**src/rtl/phase_shift_divider.sv**
```systemverilog
`timescale 1ns/1ps
// ---------------------------------------------------------------------------
// phase_shift_divider
//
// Programmable clock divider for the PLL DPKD path with digital phase
// advance/retard. Each output period is nominally div_i reference cycles.
// Shift requests are queued in a saturating signed accumulator. At most one
// queued request is applied per period. An advance shortens that period by
// STEP cycles and a retard lengthens it by STEP cycles.
//
// Parameters
//   WIDTH   width of divisor, period counter and period length
//   STEP    cycles removed/added per applied shift (1..2^(WIDTH-2))
//   PEND_W  width of the signed pending-shift accumulator
//
// Ports
//   clk_i            reference clock
//   reset_i          asynchronous active-low reset
//   div_i            nominal divisor, sampled in the period-start cycle (<2 -> 2)
//   positiveShift_i  advance request, one per high cycle
//   negativeShift_i  retard request, one per high cycle (both high = cancel)
//   ovf_clr_i        synchronous clear of ovf_o (a same-cycle set wins)
//   out_o            divided clock, high while cnt < floor(L/2)
//   period_o         strobe on the first cycle (cnt == 0) of every period
//   pending_o        signed pending-shift accumulator
//   ovf_o            sticky accumulator saturation flag
//
// Optional feature (macro PHASE_SHIFT_DIVIDER_STATS_EN)
//   adv_cnt_o / ret_cnt_o  wrapping 16-bit counts of applied advances/retards,
//                          cleared by reset and by ovf_clr_i
// ---------------------------------------------------------------------------
module phase_shift_divider #(
  parameter int WIDTH  = 8,
  parameter int STEP   = 1,
  parameter int PEND_W = 4
) (
  input  logic                     clk_i,
  input  logic                     reset_i,
  input  logic [WIDTH-1:0]         div_i,
  input  logic                     positiveShift_i,
  input  logic                     negativeShift_i,
  input  logic                     ovf_clr_i,
  output logic                     out_o,
  output logic                     period_o,
  output logic signed [PEND_W-1:0] pending_o,
  output logic                     ovf_o
`ifdef PHASE_SHIFT_DIVIDER_STATS_EN
  ,
  output logic [15:0]              adv_cnt_o,
  output logic [15:0]              ret_cnt_o
`endif
);

  // Length arithmetic uses one extra bit so that N+STEP cannot wrap before
  // it is clamped. Accumulator arithmetic uses two extra bits so that
  // pending + delta - applied is always representable before saturation.
  localparam int EW = WIDTH + 1;
  localparam int AW = PEND_W + 2;

  localparam logic [EW-1:0]        STEP_X = EW'(STEP);
  localparam logic [EW-1:0]        MIN_LX = EW'(2);
  localparam logic [EW-1:0]        MAX_LX = {1'b0, {WIDTH{1'b1}}};
  localparam logic [WIDTH-1:0]     MIN_L  = WIDTH'(2);
  localparam logic signed [AW-1:0] P_MAX  = AW'((1 << (PEND_W - 1)) - 1);
  localparam logic signed [AW-1:0] P_MIN  = -P_MAX;

  // Advanced period length: max(N - STEP, 2)
  function automatic logic [WIDTH-1:0] len_advance(input logic [WIDTH-1:0] n);
    logic [EW-1:0] nx;
    nx = {1'b0, n};
    if (nx < STEP_X + MIN_LX) begin
      return MIN_L;
    end
    return WIDTH'(nx - STEP_X);
  endfunction

  // Retarded period length: min(N + STEP, 2^WIDTH - 1)
  function automatic logic [WIDTH-1:0] len_retard(input logic [WIDTH-1:0] n);
    logic [EW-1:0] sx;
    sx = {1'b0, n} + STEP_X;
    if (sx > MAX_LX) begin
      return {WIDTH{1'b1}};
    end
    return sx[WIDTH-1:0];
  endfunction

  // True when the raw accumulator sum lies outside the symmetric range
  function automatic logic sat_hit(input logic signed [AW-1:0] v);
    return (v > P_MAX) || (v < P_MIN);
  endfunction

  // Clamp the raw accumulator sum to +/-(2^(PEND_W-1)-1)
  function automatic logic signed [PEND_W-1:0] sat_pending(input logic signed [AW-1:0] v);
    logic signed [AW-1:0] c;
    if (v > P_MAX) begin
      c = P_MAX;
    end else if (v < P_MIN) begin
      c = P_MIN;
    end else begin
      c = v;
    end
    return c[PEND_W-1:0];
  endfunction

  // Registered state
  logic                     run_p0;   // low until the first edge after reset
  logic [WIDTH-1:0]         cnt_p0;
  logic [WIDTH-1:0]         len_p0;
  logic signed [PEND_W-1:0] pend_p0;

  // Next-state terms
  logic [WIDTH-1:0]         n_sel;
  logic [WIDTH-1:0]         len_new;
  logic [WIDTH-1:0]         eff_len;
  logic [WIDTH-1:0]         cnt_nxt;
  logic                     is_start;
  logic                     pend_pos;
  logic                     pend_neg;
  logic                     adv_take;
  logic                     ret_take;
  logic                     out_nxt;
  logic                     per_nxt;
  logic                     sat;
  logic signed [AW-1:0]     delta;
  logic signed [AW-1:0]     applied;
  logic signed [AW-1:0]     pend_sum;
  logic signed [PEND_W-1:0] pend_nxt;

  // The length of a period is decided in its own start cycle (cnt == 0).
  // out_o is 1 in that cycle for every legal L (>= 2), so the new length
  // only needs to be registered from cnt == 1 onward. The decision reads the
  // registered accumulator, so a request made in the start cycle itself
  // cannot affect the current period.
  always_comb begin
    n_sel    = (div_i < MIN_L) ? MIN_L : div_i;
    is_start = run_p0 && (cnt_p0 == '0);
    pend_pos = !pend_p0[PEND_W-1] && (pend_p0 != '0);
    pend_neg = pend_p0[PEND_W-1];

    len_new  = n_sel;
    if (pend_pos) begin
      len_new = len_advance(n_sel);
    end else if (pend_neg) begin
      len_new = len_retard(n_sel);
    end

    adv_take = is_start && pend_pos;
    ret_take = is_start && pend_neg;
    eff_len  = is_start ? len_new : len_p0;

    delta = '0;
    if (positiveShift_i && !negativeShift_i) begin
      delta = AW'(1);
    end else if (negativeShift_i && !positiveShift_i) begin
      delta = AW'(-1);
    end

    applied = '0;
    if (adv_take) begin
      applied = AW'(1);
    end else if (ret_take) begin
      applied = AW'(-1);
    end

    pend_sum = AW'(pend_p0) + delta - applied;
    sat      = sat_hit(pend_sum);
    pend_nxt = sat_pending(pend_sum);

    if (!run_p0) begin
      cnt_nxt = '0;
    end else if (cnt_p0 == eff_len - WIDTH'(1)) begin
      cnt_nxt = '0;
    end else begin
      cnt_nxt = cnt_p0 + WIDTH'(1);
    end

    // At a wrap eff_len is still the old length, but 0 < floor(L/2) holds
    // for any L >= 2, so the start cycle is always high.
    out_nxt = cnt_nxt < (eff_len >> 1);
    per_nxt = (cnt_nxt == '0);
  end

  // ---- stage p0: counter, period length, accumulator and outputs ----
  always_ff @(posedge clk_i or negedge reset_i) begin
    if (!reset_i) begin
      run_p0   <= 1'b0;
      cnt_p0   <= '0;
      len_p0   <= MIN_L;
      pend_p0  <= '0;
      out_o    <= 1'b0;
      period_o <= 1'b0;
      ovf_o    <= 1'b0;
    end else begin
      run_p0   <= 1'b1;
      cnt_p0   <= cnt_nxt;
      if (is_start) begin
        len_p0 <= len_new;
      end
      pend_p0  <= pend_nxt;
      out_o    <= out_nxt;
      period_o <= per_nxt;
      if (sat) begin
        ovf_o <= 1'b1;
      end else if (ovf_clr_i) begin
        ovf_o <= 1'b0;
      end
    end
  end

  assign pending_o = pend_p0;

`ifdef PHASE_SHIFT_DIVIDER_STATS_EN
  logic [15:0] adv_cnt_p0;
  logic [15:0] ret_cnt_p0;

  // ---- stage p0: applied-shift statistics ----
  always_ff @(posedge clk_i or negedge reset_i) begin
    if (!reset_i) begin
      adv_cnt_p0 <= '0;
      ret_cnt_p0 <= '0;
    end else if (ovf_clr_i) begin
      adv_cnt_p0 <= '0;
      ret_cnt_p0 <= '0;
    end else begin
      if (adv_take) begin
        adv_cnt_p0 <= adv_cnt_p0 + 16'd1;
      end
      if (ret_take) begin
        ret_cnt_p0 <= ret_cnt_p0 + 16'd1;
      end
    end
  end

  assign adv_cnt_o = adv_cnt_p0;
  assign ret_cnt_o = ret_cnt_p0;
`endif

endmodule

```
**config.mk**
```make
export PLATFORM = sky130hd
export DESIGN_NAME = phase_shift_divider
export DESIGN_NICKNAME = d
export VERILOG_FILES = /design/src/rtl/phase_shift_divider.sv
export SDC_FILE = /design/constraint.sdc
export NUM_CORES = 1
export LEC_CHECK = 0
export ABC_CLOCK_PERIOD_IN_PS = 5000
export CORE_AREA = 2 2 110 59
export DETAILED_ROUTE_END_ITERATION = 16
export DIE_AREA = 0 0 112 61
export GPL_TIMING_DRIVEN = 0
export PLACE_DENSITY = 0.74
export SLEW_MARGIN = 20
export SYNTH_ARGS = -nofsm -noshare
export SYNTH_HDL_FRONTEND = slang
export SYNTH_SLANG_ARGS = --single-unit
```
**constraint.sdc**
```tcl
create_clock -name clk_i -period 5 [get_ports clk_i]
set_input_delay 0.5 -clock clk_i [delete_from_list [all_inputs] [get_ports clk_i]]
set_output_delay 0.5 -clock clk_i [all_outputs]
set_load 0.02 [all_outputs]
```
# Word level (Yosys, flattened, before mapping)
# Cells that the tools add are included.
# Widths: inputs -> output; s select.
# totals
regBits,24
elab_cells,57
# classes
n_addsub,6
magnitude_cmp,6
n_eq_ne,1
n_mux,23
reduce_logical,14
# ops
cell,count
$mux 8,10
$mux 6,4
$logic_not 8->1,2
$lt 8x2->1 const B,2
$sub 8x1->8 const B,2
$add 8x1->9 const B,1
$gt 9x8->1 const B,1
$add 8x1->8 const B,1
$eq 8x8->1,1
$lt 8x7->1,1
$mux 4,2
$mux 1,7
$add 4x6->6,1
$gt 6x4->1 const B,1
$logic_and 1x1->1,6
$lt 6x4->1 const B,1
$sub 6x6->6,1
$reduce_bool 4->1,1
$logic_not 1->1,3
$reduce_bool 2->1,1
$logic_or 1x1->1,1

# Depth between registers and ports, before layout
# depth
ltp_word,16
mapped_depth,26
depth_no_buf,23

# Least setup slack after synthesis
# Ideal clock, no wire load.
# synth_path
path_type,in2reg
startpoint,input port div_i[5]
endpoint,register out_o
setup_time_ns,0.128
t_arrival_ns,5.136
required_ns,4.872
path_slack_ns,-0.263
cell_stages,25
path_buffers,3
path_cell_list,buf_6 -> or4_4 -> o41ai_4 -> inv_2 -> ha_1 -> buf_1 -> and4_1 -> and2_1 -> o31a_2 -> a22o_2 -> inv_1 -> ha_1 -> xor2_1 -> o221ai_1 -> a2111oi_2 -> and4_1 -> buf_4 -> a21oi_1 -> ha_1 -> o211ai_1 -> nor4_1 -> o21a_1 -> o41ai_1 -> o31ai_1 -> a21oi_1
# synth_between
elab_chain_cells,16
elab_cells_between_ends,21
cone_classes,add/sub: 3; order compare: 4; eq/ne: 1; mux: 13
# synth_rtl
element,line_no,source
start: declaration,39,"input logic [WIDTH-1:0] div_i,"
$lt 8x2->1,135,n_sel = (div_i < MIN_L) ? MIN_L : div_i;
$mux 8 (*),135,
$add 8x1->9,80,"sx = {1'b0, n} + STEP_X;"
$gt 9x8->1,81,if (sx > MAX_LX) begin
$mux 1,81,
$mux 1,143,end else if (pend_neg) begin
$mux 1,141,if (pend_pos) begin
$mux 8,84,return sx[WIDTH-1:0];
[... 3 more ...],n/a,
net eff_len[0],114,logic [WIDTH-1:0] eff_len;
$sub 8x1->8 (*),171,end else if (cnt_p0 == eff_len - WIDTH'(1)) begin
$eq 8x8->1 (*),171,
$mux 8 (*),171,
$mux 8 (*),169,if (!run_p0) begin
net cnt_nxt[3],115,logic [WIDTH-1:0] cnt_nxt;
$lt 8x7->1 (*),179,out_nxt = cnt_nxt < (eff_len >> 1);
net out_nxt,121,logic out_nxt;
end signal: assignment,200,out_o <= out_nxt;
end: declaration,43,"output logic out_o,"
# The timed path passes the listed nets; every way through them passes the cells marked *. The select of a mux whose other input is x is not followed.
# A chain may end at the register's enable or synchronous reset.

# Final worst setup path
# layout_path
startpoint,input port div_i[7]
endpoint,register out_o
# layout_between
elab_chain_cells,16
elab_cells_between_ends,21
cone_classes,add/sub: 3; order compare: 4; eq/ne: 1; mux: 13
# layout_rtl
element,line_no
$lt 8x2->1,135
$mux 8 (*),135
$add 8x1->9,80
$gt 9x8->1,81
$mux 1,81
$mux 1,143
$mux 1,141
$mux 8,84
[... 2 more ...],n/a
$mux 8 (*),n/a
$sub 8x1->8 (*),171
$eq 8x8->1 (*),171
$mux 8 (*),171
$mux 8 (*),169
net cnt_nxt[2],115
$lt 8x7->1 (*),179
net out_nxt,121
# Marked as above.

==> results.toml <==
[critical_path]
path_buf_inv = 5
r2r-end = "out_o$_DFF_PN0_"
end_kind = "flop"
reg2reg_depth = 18
r2r_start = "pending_o[1]$_DFF_PN0_"
path_cells = "buf_8 -> or4_4 -> o41ai_4 -> inv_2 -> ha_4 -> and4_1 -> and2_4 -> o31a_4 -> a2111oi_4 -> buf_4 -> buf_4 -> a41oi_1 -> a211oi_2 -> o31ai_4 -> buf_12 -> a21oi_4 -> ha_4 -> o211ai_1 -> o31a_1 -> o21ai_1 -> a21oi_1 -> o31ai_1 -> a21oi_1"
cp-start-kind = "primary input"
path_class = "in -> reg"
slowest_delay_ns = 0.56
critPathTopFamily = "compound AO/OA/AOI/OAI gates"
crit_slowest_cell = "or4_4"
cp_max_fo = 6
worstPathArrival_ns = 5.35
crit_required_ns = 5.19
r2r_setup_slack_ns = -0.09

[global_routing]
grt_max_degree = 25
gr-total-overflow = 0
grt_util_all_layers_pct = 25.60
grt_pass1_vias = 2556
grt_pass1_wl_mm = 13.46
antenna_found_initial = 0

[power]
seqPwrFrac_pct = 16.5
peakVddDrop_uv = 425.0
p_leak_uw = 0.001485
p_per_area_nw_per_um2 = 525.1
combPwrFrac_pct = 70.7
p_sw_share_pct = 44.69
p_clk_share_pct = 12.8
netSwitchingPower_uw = 823.1
finalPower_uw = 1842
p_int_uw = 1019

[floorplan]
fp.dieW_um = 112
io_pins = 20
die_h_um = 61
core_um2 = 5856
initial_core_util_pct = 43.50
num_rows = 20
die_area_um2 = 6832

[yosys]
syn_nets = 345
synth-edff-count = 0
muxShareOfSynthArea_pct = 0.8350
synth_seq_cells = 24
yosysWarningCount = 0
synth_compound_area_share_pct = 26.96
syn_area_per_cell_um2 = 8.244
synth-adder-area-share_pct = 12.18
ys.flop_type = "dfrtp_1"
ys_types = 68
synth_top_family_by_area = "compound AO/OA/AOI/OAI gates"
synth-async-reset-ratio_pct = 100.0
netlist_area_um2 = 2547
yosysSeqAreaShare_pct = 23.62
yosys.area_share.simple_pct = 23.43
synth_xor_area_share_pct = 5.501
synth_cells = 309

[min_path]
hp-class = "in -> async"

[timing]
whs_ns = 0.2153
fin_skew_ns = 0.004916
timing.final.crit_share_pct = 103.2
hold_viol_final = 0
finalSetupViolCount = 1
finalSetupTns_ns = -0.1583
period_needed_ns = 5.158
tightest_slew_ns = 1.122
slew_viol_final = 0
rsz0062_at_grt = "yes"
slew_headroom_pct = 24.59
fin_ws_ns = -0.1583
max_freq_mhz = 193.9

[cells_and_area]
num-nets-final = 403
area_growth_pct = 37.72
drive_gt1_share_pct = 28.14
antenna_cells = 0
fin_area_um2 = 3508
post_layout_nonfiller_instances = 443

[cts]
numCtsBuffers = 3
clk_pin_slew_worst_paths_ns = 0.06
cts_root_buffer = "clkbuf_16"
cts_tree = "yes"
cts-htree-levels = 1
cts_buffer_depth = 2
clk_latency_ns = 0.27
cts_sinks = 24

[job]
cap_violations = 0

[routing]
drc_errors = 0
drt_first_pass_iters = 5
dr.first_iter.drc_count = 290
wl_per_cell_um = 18.80
vias = 2712
ant_nets = 0
finalWirelength_mm = 8.330
viasPerCell = 6.122

[placement]
placed_cells = 403
post-dp-hpwl_mm = 5.642
io_buffer_count = 17
post_dp_cell_area_um2 = 2892
gp_congestion = 0.9329

[outcome]
outcome = "finished with violations"
violations = "setup timing"
[Yosys cell counts, types with 7 or more instances]
| master | n | area, um2 |
|---|---|---|
| nand3_1 | 11 | 55.05 |
| nor3_1 | 11 | 55.05 |
| nand4_1 | 8 | 50.05 |
| nor2_1 | 16 | 60.06 |
| a21oi_1 | 20 | 100.1 |
| inv_1 | 26 | 97.59 |
| a21o_1 | 7 | 52.55 |
| clkbuf_1 | 12 | 45.04 |
| nand2_1 | 26 | 97.59 |
| nor4_1 | 8 | 50.05 |
| ha_1 | 20 | 250.2 |
| o21ai_0 | 9 | 45.04 |
| dfrtp_1 | 23 | 575.6 |
| xnor2_1 | 10 | 87.58 |
[routing by layer]
| metal | global-route usage (%) | share of wire, % | vias up |
|---|---|---|---|
| li1 | - | - | 1273 |
| met1 | 37.10 | 48 | 1321 |
| met2 | 38.96 | 42 | 110 |
| met3 | 8.591 | 9.3 | 8 |
| met4 | 2.265 | 0.47 | 0 |
| met5 | 0 | 0 | - |
[cells by family after synthesis]
family / Yosys count
simple gates: 110
fa+ha+maj: 23
mux: 2
flops: 24
buf+inv: 44
other cells: 1
compound gates: 89
xor+xnor: 16
[per-stage QoR]
stage	utilization [%]	setup slack [ns]
4_1_cts	58.55	-0.09233
5_1_grt	59.91	-0.3794
3_3_place_gp	49.47	-1.456
6_report	59.91	-0.1583
2_1_floorplan	-	-0.1370
3_5_place_dp	49.38	-1.490
[registers in the layout, indices dropped and copies added (netlist names)]
register	cells
len_p0	8
period_o	1
run_p0	1
pending_o	4
out_o	1
cnt_p0	8
ovf_o	1
[worst max path at each step]
stage	from	endpoint	slack [ns]	cells after the start
after floorplan	div_i[5]	out_o$_DFF_PN0_	-0.14	25
after global placement	div_i[7]	out_o$_DFF_PN0_	-1.46	19
after detailed placement	div_i[7]	out_o$_DFF_PN0_	-1.49	19
after CTS	div_i[7]	out_o$_DFF_PN0_	-0.09	22
after global routing	div_i[6]	out_o$_DFF_PN0_	-0.38	24
final	div_i[7]	out_o$_DFF_PN0_	-0.16	23
[power by group through the flow]
stage	sequential, uW	clock (uW)	combinational, uW
floorplan	311	0	683
global placement	300	0	904
detailed placement	301	0	934
CTS	298	235	1190
global route	309	246	1400
finish	304	236	1300
[placed cells by master (no fill, tap or decap), types with 4 or more instances in the layout]
cell             count
nor4_1               6
nand2_1             24
clkbuf_2             4
nand3_1             11
nor2_1              15
a21oi_1             16
nand2b_1             6
o31a_1               5
buf_4               36
and4_1               4
dfrtp_1             23
clkdlybuf4s50_1     12
xor2_1               5
o21a_1               5
clkbuf_1             8
inv_1               25
xnor2_1             10
nor3_1               9
ha_4                 4
ha_1                15
o21ai_0              7
nand4_1              8
a21o_1               7
[repair_timing]
item,4_1_cts,5_1_grt
pin swaps,26,3
setup buffers,37,0
hold buffers,0,0
endpoints found under the setup margin,1,1
resized for setup,46,14
hold endpoints to repair,0,0
gates cloned,0,0
[cell type report]
cell class / count / area, um2
Tap cell: 77 / 96.34
Buffer: 16 / 96.34
Clock inverter: 1 / 30.03
Sequential cell: 24 / 601.8
Fill cell: 528 / 2347
Clock buffer: 3 / 75.07
Multi-Input combinational cell: 241 / 2049
Inverter: 27 / 103.9
Timing Repair Buffer: 54 / 455.4
Note: power is estimated with default switching activity, not from simulation.
==> edit 1 (same settings) <==
Put one more register stage on the output `ovf_o`, cleared by the reset. The value now appears one clock later. The other outputs are not delayed to match. Comments in the files are not updated.
--- a/src/rtl/phase_shift_divider.sv
+++ b/src/rtl/phase_shift_divider.sv
@@ -65,4 +65,6 @@
   localparam logic signed [AW-1:0] P_MIN  = -P_MAX;
 
+  logic ovf_s0;
+
   // Advanced period length: max(N - STEP, 2)
   function automatic logic [WIDTH-1:0] len_advance(input logic [WIDTH-1:0] n);
@@ -190,5 +192,5 @@
       out_o    <= 1'b0;
       period_o <= 1'b0;
-      ovf_o    <= 1'b0;
+      ovf_s0   <= 1'b0;
     end else begin
       run_p0   <= 1'b1;
@@ -201,7 +203,7 @@
       period_o <= per_nxt;
       if (sat) begin
-        ovf_o <= 1'b1;
+        ovf_s0 <= 1'b1;
       end else if (ovf_clr_i) begin
-        ovf_o <= 1'b0;
+        ovf_s0 <= 1'b0;
       end
     end
@@ -236,4 +238,12 @@
 `endif
 
+  always_ff @(posedge clk_i or negedge reset_i) begin
+    if (!reset_i) begin
+      ovf_o <= '0;
+    end else begin
+      ovf_o <= ovf_s0;
+    end
+  end
+
 endmodule
 
Check against the original RTL: not equivalent (a bounded check fails within 10 cycles, from zero or initial values and one cycle with reset_i low).
==> edit 1 against the original RTL <==
Global-route usage decreased by 0.056 points. Synthesized area increased by 0.98%. Critical endpoint unchanged. The flow still finishes with violations (setup timing). Design area increased by 4.4%. Highest routed layer unchanged. Routed wire length increased by 0.30%. Sequential cell count increased by 1. Worst setup slack got worse by 0.19 ns. Clock skew increased by 0.0053 ns. Total power decreased by 0.35%.
==> edit 1: results (changes against the original RTL) <==
max_stage_delay_ns: 0.55
cts-root-buf: "clkbuf_16"
clock_latency_ns: 0.28
clkTransAtPathRegs_ns: 0.07
grt_max_degree: 26  # +4.0%
cts_buffer_depth: 2  # unchanged
violations: "setup timing"
hpwl_mm: 5.54  # -1.8%
gp_congestion: 0.919  # -1.4%
grt_pass1_wl_mm: 13.5  # +0.41%
initialDrtViolationCount: 167  # -42%
n_fill_cell: 471  # -11%
swShare_pct: 46.1  # +1.4 points
nets: 407  # +0.99%
relSlewSlack_pct: 34.3  # +9.7 points
reg2reg_depth: 21  # +3
async_reset_ff_share_pct: 100  # unchanged
hp-class: "input port to asynchronous set/reset pin"
portBuffers: 17  # unchanged
synth_common_cells: "26 x inv_1, 26 x nand2_1, 24 x dfrtp_1"
num_vias: 2715  # +0.11%
synthesis.nets: 346  # +0.29%
outcome: "complete, but fails checks"
drive_gt1_share_pct: 32.2  # +4.0 points
firstDrtPassIters: 5  # unchanged
seq_area_frac_synth_pct: 24.4  # +0.74 points
yosysUniqueCellTypes: 68  # unchanged
crit_arrival_ns: 5.50  # +0.15 ns
crit_fanout: 3  # -3
wire_per_inst_um: 18.7  # -0.60%
yosys-top-cells-area: "dfrtp_1 23%, ha_1 9.7%, a21oi_1 3.9%"
antenna_found_initial: 0  # unchanged
p_leak_nw: 1.51  # +1.9%
dp_slack_ns: -1.46  # +0.0317 ns
grt_usage_pct: 25.5  # -0.056 points
grt_pass1_vias: 2618  # +2.4%
finalSetupViolCount: 1  # unchanged
cts_buffers: 3  # unchanged
ir_drop_mv: 0.395  # -7.2%
layout_setup_ws_ns: -0.345  # -0.187 ns
finClkSkew_ns: 0.0102  # +0.00533 ns
slowest_stage: "or4_4"
-- edit 1: per-layer routing --
layer  global-route usage, %  wire length [um]  vias to the layer above
met5                       0                 0                        -
met4                    6.97               106                        0
met3                    8.19               818                       15
met2                    37.5              3430                      132
met1                    36.6              4000                     1288
li1                        -                 -                     1280
-- edit 1: logic make-up (layout without fill, tap and decap cells) --
kind of cell	count (synthesis)	count (layout)	share of synthesized area (%)
compound gates	89	89	26.7
xor+xnor	16	16	5.45
fa+ha+maj	23	23	12.1
buf+inv	44	104	7.25
flops	25	25	24.4
mux	2	2	0.827
other cells	1	1	0.146
simple gates	110	110	23.2
-- edit 1: stage by stage --
stage / cell area, um2 / instances / setup TNS (ns) / power (mW)
2_1_floorplan: 2660 / 310 / -0.137 / 1.00
3_3_place_gp: 2920 / 404 / -2.70 / 1.22
3_5_place_dp: 2920 / 404 / -2.70 / 1.25
4_1_cts: 3440 / 441 / -0.0653 / 1.70
5_1_grt: 3660 / 447 / -0.535 / 1.96
6_report: 3660 / 447 / -0.345 / 1.84
-- edit 1: timing repair --
action,CTS,global route
hold buffers,0,0
endpoints found under the setup margin,1,1
gates resized for setup,48,32
setup buffers,35,6
pin swaps,28,21
-- edit 1: worst max-delay path: cells and delay by family --
kind | cells | cell delay (ns)
buffers and inverters | 16 | 1.99
adder cells (fa/ha/maj) | 1 | 0.18
AND/OR/NAND/NOR | 4 | 1.41
AO/OA/AOI/OAI | 6 | 1.40
-- edit 1: layout make-up --
type                    count  area, um2  area share (%)
repair buffers             57        503            13.7
clock buffers               3       75.1            2.05
plain buffers              16       96.3            2.63
flip-flops and latches     25        627            17.1
clock inverters             1       8.76           0.239
well taps                  77       96.3            2.63
inverters                  27        104            2.84
multi-input cells         241       2150            58.8
-- edit 1: worst paths after layout --
check / slack [ns] / to / from
max in group asynchronous: 4.36 / cnt_p0[5] / reset_i
min in group clk_i: 0.39 / ovf_o / ovf_s0
hold / removal: 0.23 / len_p0[4] / reset_i
setup / recovery: -0.35 / out_o / div_i[7]
hold reg to reg: 0.39 / ovf_o / ovf_s0
setup reg to reg: -0.16 / out_o / cnt_p0[0]
-- edit 1: power groups by stage --
stage / clock, mW / combinational, mW / sequential (mW)
6_report: 0.195 / 1.33 / 0.315
5_1_grt: 0.209 / 1.43 / 0.320
4_1_cts: 0.197 / 1.19 / 0.311
3_5_place_dp: 0 / 0.935 / 0.313
3_3_place_gp: 0 / 0.907 / 0.312
2_1_floorplan: 0 / 0.683 / 0.322
==> edit 2 (same flow settings) <==
Made on the original files. Build with the macro `PHASE_SHIFT_DIVIDER_STATS_EN` defined.
--- a/src/rtl/phase_shift_divider.sv
+++ b/src/rtl/phase_shift_divider.sv
@@ -30,4 +30,6 @@
 //                          cleared by reset and by ovf_clr_i
 // ---------------------------------------------------------------------------
+`define PHASE_SHIFT_DIVIDER_STATS_EN
+
 module phase_shift_divider #(
   parameter int WIDTH  = 8,
Behaviour (old outputs only; new: adv_cnt_o and ret_cnt_o): unchanged (Yosys induction, for registers that start in step).
==> edit 2 against the original RTL <==
The run still ends with setup timing left. Sequential power rose by 86%. Clock power rose by 61%. Synthesized area rose by 51%. Design area rose by 44%. Combinational power fell by 7%. Final cell count rose by 34%. Worst setup slack barely moved. Routed wire length rose by 38%. Total power rose by 17%. Sequential cell count rose by 32. Utilization rose by 26 points. Critical path type unchanged. Highest routed layer unchanged.
==> edit 2: results (changes against the original RTL) <==
yosysUniqueCellTypes: 67  # -1.5%
place_inst: 563  # +40%
buf_share_pct: 14.5  # -1.2 points
finalSetupViolCount: 1  # unchanged
grt_usage_pct: 31.2  # +5.6 points
drt_wl_total_mm: 11.5  # +38%
num-clock-buffers: 6  # +3
slowest_stage: "or4_4"
r2r-start: "cnt_p0[2]"
crit_fanout: 5  # -1
synth_common_cells: "55 x dfrtp_1, 47 x nor2_1, 46 x nand2_1"
grt_pass1_vias: 3315  # +30%
nets: 552  # +37%
ys_seq_elements: 56  # +130%
clock_latency_ns: 0.30  # +0.03 ns
utilization_pct: 86.2  # +26 points
synthesis.nets: 477  # +38%
grt_pass1_wl_mm: 16.7  # +24%
n_fill_cell: 313  # -41%
drt-vias-per-instance: 6.45  # +5.3%
startpoint: "div_i[3]"
route.met3.wl_mm: 1.25  # +62%
dp_slack_ns: -1.08  # +0.413 ns
multi_input_gates: 336  # +39%
seq-cell-share_pct: 27.8  # +11 points
multi_input_area_um2: 2540  # +24%
n_all_buffers: 85  # +21%
tns_ns: -0.158  # +0.000302 ns
clock_area_share_pct: 3.02  # +0.029 points
crit_family: "simple AND/OR/NAND/NOR gates"
cts-htree-levels: 2  # +1
use_met1_pct: 48.1  # +11 points
grt_max_degree: 57  # +130%
gp_congestion: 0.974  # +4.4%
relSlewSlack_pct: 29.4  # +4.8 points
placed_area_um2: 4480  # +55%
hpwl_mm: 7.00  # +24%
p_leak_nw: 2.20  # +48%
ir_drop_mv: 0.366  # -14%
yosys_warnings: 0  # unchanged
antenna_found_initial: 0  # unchanged
initialDrtViolationCount: 454  # +57%
layout_setup_ws_ns: -0.158  # +0.000302 ns
violations: "setup timing"
wl_met1_mm: 5.02  # +25%
yosys-top-cells-area: "dfrtp_1 36%, ha_1 7.1%, xor2_1 6.4%"
outcome: "complete, but fails checks"
wire_per_inst_um: 19.4  # +3.2%
drive_gt1_share_pct: 18.1  # -10 points
cts_setup_buffers: 16  # -57%
dr_wl_met2_mm: 4.95  # +41%
cts_buffers: 5  # +2
crit_arrival_ns: 5.39  # +0.04 ns
inv_count: 30  # +11%
synth_area_per_cell_um2: 8.78  # +6.5%
grtUsageMet2_pct: 45.0  # +6.1 points
grtUsageMet3_pct: 7.69  # -0.90 points
portBuffers: 47  # +30
cts_resized: 21  # -54%
[edit 2: cells by family (layout without fill, tap and decap cells)]
family | after synthesis | count (layout) | synth area share (%)
AOI/OAI and AO/OA | 81 | 81 | 14.7
xor gates and xnor gates | 43 | 43 | 9.77
adders and majority gates | 25 | 25 | 8.70
buffers and inverters | 47 | 123 | 5.03
DFF | 56 | 56 | 36.4
muxes | 2 | 2 | 0.520
other | 1 | 1 | 0.0973
and+or+nand+nor | 184 | 184 | 24.7
[edit 2: path summary, 6_finish.rpt]
check / slack [ns] / end / cells after the start
worst max-delay path: -0.16 / out_o / 23
worst min-delay path: 0.24 / period_o / 1
worst max register to register: -0.04 / out_o / 23
worst min register to register: 0.53 / ovf_o / 2
max in group asynchronous: 4.28 / adv_cnt_o[11] / 1
min in group clk_i: 0.53 / ret_cnt_o[1] / 2
[edit 2: report_power, final]
part	switching [mW]	internal, mW
Combinational	0.698	0.508
Clock	0.178	0.201
Sequential	0.0488	0.516
